**src/rtl/cdc_2phase_src_clearable.sv**
```systemverilog
// Source half of a clearable 2-phase (toggle) handshake CDC. A word is launched by
// toggling async_req_o with the payload held stable until the synchronized ack matches.
module cdc_2phase_src_clearable #(
  parameter int unsigned WIDTH       = 32,
  parameter int unsigned SYNC_STAGES = 3
) (
  input  logic             clk_i,
  input  logic             rst_i,
  input  logic             clear_i,
  input  logic             valid_i,
  output logic             ready_o,
  input  logic [WIDTH-1:0] data_i,
  output logic             async_req_o,
  input  logic             async_ack_i,
  output logic [WIDTH-1:0] async_data_o,
  output logic             busy_o
);

  typedef enum logic [1:0] {
    IDLE  = 2'd0,
    BUSY  = 2'd1,
    CLEAR = 2'd2
  } state_e;

  state_e                 state_r;
  state_e                 state_next_s;
  logic                   req_r;
  logic [WIDTH-1:0]       data_r;
  logic [SYNC_STAGES-1:0] ack_sync_r;
  logic                   ack_sync_s;
  logic                   capture_s;
  logic                   clear_active_s;

  assign ack_sync_s     = ack_sync_r[SYNC_STAGES-1];
  assign clear_active_s = clear_i | (state_r == CLEAR);
  assign async_req_o    = req_r;
  assign async_data_o   = data_r;
  assign busy_o         = (state_r != IDLE);

  // State register
  always_ff @(posedge clk_i or posedge rst_i) begin
    if (rst_i) begin
      state_r <= CLEAR;
    end else begin
      state_r <= state_next_s;
    end
  end

  // Next-state, capture strobe and upstream ready; clear_i overrides any handshake
  always_comb begin
    state_next_s = state_r;
    capture_s    = 1'b0;
    ready_o      = 1'b0;
    if (clear_i) begin
      state_next_s = CLEAR;
    end else begin
      case (state_r)
        IDLE: begin
          ready_o = 1'b1;
          if (valid_i) begin
            capture_s    = 1'b1;
            state_next_s = BUSY;
          end else begin
            state_next_s = IDLE;
          end
        end
        BUSY: begin
          if (ack_sync_s == req_r) begin
            state_next_s = IDLE;
          end else begin
            state_next_s = BUSY;
          end
        end
        CLEAR:   state_next_s = IDLE;
        default: state_next_s = CLEAR;
      endcase
    end
  end

  // Ack synchronizer; flushed during clear so a stale destination toggle cannot leak through
  always_ff @(posedge clk_i or posedge rst_i) begin
    if (rst_i) begin
      ack_sync_r <= {SYNC_STAGES{1'b0}};
    end else if (clear_active_s) begin
      ack_sync_r <= {SYNC_STAGES{1'b0}};
    end else begin
      ack_sync_r <= {ack_sync_r[SYNC_STAGES-2:0], async_ack_i};
    end
  end

  // Request toggle and payload hold registers
  always_ff @(posedge clk_i or posedge rst_i) begin
    if (rst_i) begin
      req_r  <= 1'b0;
      data_r <= {WIDTH{1'b0}};
    end else if (clear_active_s) begin
      req_r  <= 1'b0;
      data_r <= {WIDTH{1'b0}};
    end else if (capture_s) begin
      req_r  <= ~req_r;
      data_r <= data_i;
    end else begin
      req_r  <= req_r;
      data_r <= data_r;
    end
  end

  cdc_2phase_src_clearable_chk u_chk (
    .clk_i      (clk_i),
    .rst_i      (rst_i),
    .clear_i    (clear_i),
    .idle_s     (state_r == IDLE),
    .ack_sync_s (ack_sync_s),
    .req_s      (req_r)
  );

endmodule

// Protocol checker: at rest the synchronized ack must already match the request.
module cdc_2phase_src_clearable_chk (
  input logic clk_i,
  input logic rst_i,
  input logic clear_i,
  input logic idle_s,
  input logic ack_sync_s,
  input logic req_s
);

  idle_ack_match_a: assert property (@(posedge clk_i) disable iff (rst_i)
    (idle_s && !clear_i) |-> (ack_sync_s == req_s));

endmodule

```
**config.mk**
```make
export PLATFORM = sky130hd
export DESIGN_NAME = cdc_2phase_src_clearable
export DESIGN_NICKNAME = d
export VERILOG_FILES = /design/src/rtl/cdc_2phase_src_clearable.sv
export SDC_FILE = /design/constraint.sdc
export NUM_CORES = 1
export LEC_CHECK = 0
export ABC_AREA = 1
export ABC_CLOCK_PERIOD_IN_PS = 3400
export BUFFER_PORTS_ARGS = -buffer_cell sky130_fd_sc_hd__buf_2
export CORE_ASPECT_RATIO = 2
export CORE_MARGIN = 10
export CORE_UTILIZATION = 50
export CTS_BUF_LIST = sky130_fd_sc_hd__clkbuf_8 sky130_fd_sc_hd__clkbuf_16
export CTS_CLUSTER_DIAMETER = 80
export CTS_CLUSTER_SIZE = 16
export DETAILED_ROUTE_END_ITERATION = 6
export GPL_ROUTABILITY_DRIVEN = 0
export PLACE_DENSITY = 0.78
export SETUP_SLACK_MARGIN = 0.02
export SLEW_MARGIN = 20
export SYNTH_ARGS = -nofsm -noshare
export SYNTH_HDL_FRONTEND = slang
export SYNTH_SLANG_ARGS = --single-unit
```
**constraint.sdc**
```tcl
create_clock -name clk_i -period 3.4 [get_ports clk_i]
set_clock_uncertainty 0.05 [all_clocks]
set_input_delay 0.17 -clock clk_i [delete_from_list [all_inputs] [get_ports clk_i]]
set_output_delay 0.17 -clock clk_i [all_outputs]
set_load 0.02 [all_outputs]
```
==> flow_metrics.env <==
export IMPL_htree_levels=2
export IMPL_viasPerCell=5.10
export IMPL_core_area_sq_mm=0.00357
export IMPL_numCtsBuffers=5
export IMPL_clock_latency_ns=0.29
export IMPL_rrSetupSlack_ns=1.99
export IMPL_r2r_cells=5
export IMPL_nets=280
export IMPL_min_period_ns=1.46
export IMPL_dr_pass1_iters=4
export IMPL_synthCells=180
export IMPL_crit_start="state_r[1]"
export IMPL_dieArea_sq_mm=0.00664
export IMPL_post_route_period_util_pct=43.0
export IMPL_fin_tns_setup_ns=0
export IMPL_overflow=0
export IMPL_layout_commonest_cell="buf_2"
export IMPL_arrival_ns=1.24
export IMPL_wire_per_inst_um=15.4
export IMPL_syn_cell_area_sq_mm=0.00184
export IMPL_area_delta_synth_final_pct=22.1
export IMPL_cts_root_buf="clkbuf_8"
export IMPL_finalNonFillerCells=293
export IMPL_hold_viol=0
export IMPL_cp_max_fo=3
export IMPL_endpoint_kind="output pin"
export IMPL_path_class="flip-flop to output pin"
export IMPL_grt_use_total_pct=13.8
export IMPL_p_leak_nw=1.26
export IMPL_ys_ff_latch=38
export IMPL_post_cts_buffers=0
export IMPL_n_antenna_cell=0
export IMPL_final_cell_area_sq_mm=0.00224
export IMPL_io_buffers=71
export IMPL_dp_slack_ns=1.82
export IMPL_die_y_um=106
export IMPL_tightest_slew_ns=0.966
export IMPL_cts_hold_buffers=0
export IMPL_clk_pin_slew_ns=0.07
export IMPL_ir_drop_uv=377
export IMPL_max_slew_margin_rel_pct=35.5
export IMPL_wirelength_um=4500
export IMPL_cts_sinks=38
export IMPL_cts_resized=0
export IMPL_worst_hold_path_type="input port to async pin"
export IMPL_start_util_pct=51.4
export IMPL_rsz0062_at_grt="no"
export IMPL_hpwl_um=3260
export IMPL_rr_startpoint="state_r[1]"
export IMPL_max_freq_ghz=0.683
export IMPL_yosysWarnings=0
export IMPL_synthDistinctLibCells=19
export IMPL_drt_iter0_markers=40
export IMPL_rr_endpoint="async_data_o[13]"
export IMPL_die_w_um=62.8
export IMPL_drtAntennaViolNets=0
export IMPL_syn_num_nets=217
export IMPL_avgSynthCellArea_sq_um=10.2
export IMPL_antenna_found_initial=0
export IMPL_final_cell_mix="buf_2 (71), dfrtp_1 (37), nand4_1 (34)"
export IMPL_setup_viol_count_final=0
export IMPL_slew_viol_final=0
export IMPL_dpl_cell_count=285
export IMPL_ys_seq_area_share_pct=51.9
export IMPL_required_ns=3.18
export IMPL_drive_gt1_share_pct=47.1
export IMPL_placed_cell_area_sq_mm=0.00212
export IMPL_rows=31
export IMPL_status="finished, final reports clean"
export IMPL_cts_buffer_depth=2
export IMPL_max_cap_violations=0
export IMPL_grt_start_max_net_pins=36
export IMPL_ios=72
export IMPL_grt_pass1_wl_um=7450
export IMPL_start_kind="flip-flop"
export IMPL_p_per_area_mw_per_mm2=449
export IMPL_setup_ws_ns=1.94
export IMPL_grt_pass1_vias=1590
export IMPL_drc=0
export IMPL_vias=1494
export IMPL_cts_tree="done"
==> cell usage after synthesis <==
master   instances  area (sq um)
buf_4            1          7.51
buf_8            1          15.0
nand2_4          2          22.5
nand2_2          9          56.3
nor2_4           1          11.3
inv_1            9          33.8
nand3_1         13          65.1
nor2_1           4          15.0
buf_12           2          40.0
o21ai_0          1          5.00
nand2_1         30           113
dfrtp_1         37           926
buf_2           10          50.1
nand3_2         20           200
buf_6            2          22.5
dfstp_2          1          26.3
nor2_2           1          6.26
inv_2            2          7.51
nand4_1         34           213
==> cell families (layout without fill, tap and decap cells) <==
family          after synthesis  in the layout  share of synthesized area, %
buf+inv                      27             91                          9.61
flops                        38             38                          51.9
compound gates                1              1                         0.272
simple gates                114            114                          38.2
==> power by group <==
part           internal [W]  switching, W
registers          0.000470     0.0000124
clock network      0.000236      0.000152
logic             0.0000417     0.0000943
==> critical path, stage by stage, from the launching register on <==
cell and delay (ns):
dfstp_2 0.58, inv_2 0.05, nand2_2 0.09, nor2_1 0.06, buf_2 0.17
==> final cells by class <==
type                            instances  area (sq um)
Fill cell                             352          1330
Sequential cell                        38           952
Multi-Input combinational cell        115           707
Timing Repair Buffer                   72           363
Clock buffer                            6          82.6
Tap cell                               49          61.3
Inverter                               11          41.3
Clock inverter                          2          33.8
==> metal layers <==
metal	GRT usage, %	wire [um]	vias up
li1	-	-	744
met1	14.3	1770	693
met2	23.5	2320	52
met3	5.73	349	5
met4	6.27	65	0
met5	0	0	-
==> flip-flops by register name, indices dropped and copies added (netlist names) <==
name          cells
async_req_o       1
ack_sync_r        3
state_r           2
async_data_o     32
==> worst max-delay path by stage <==
stage / end / slack (ns) / cells past startpoint
2_1_floorplan: async_data_o[0] / 2.22 / 6
3_3_place_gp: async_data_o[12] / 1.88 / 4
3_5_place_dp: async_data_o[13] / 1.82 / 4
4_1_cts: ready_o / 1.92 / 4
5_1_grt: ready_o / 1.87 / 4
6_report: ready_o / 1.94 / 4
==> per-stage QoR <==
stage	power [W]	hold slack [ns]	utilization, %
after detailed placement	0.000629	0.352	59.5
after floorplan	0.000590	0.226	-
after global routing	0.00105	0.0469	62.8
final	0.00101	0.0407	62.8
after global placement	0.000627	0.338	59.5
after CTS	0.00102	0.0450	62.8
Note: power is estimated with default switching activity, not from simulation.
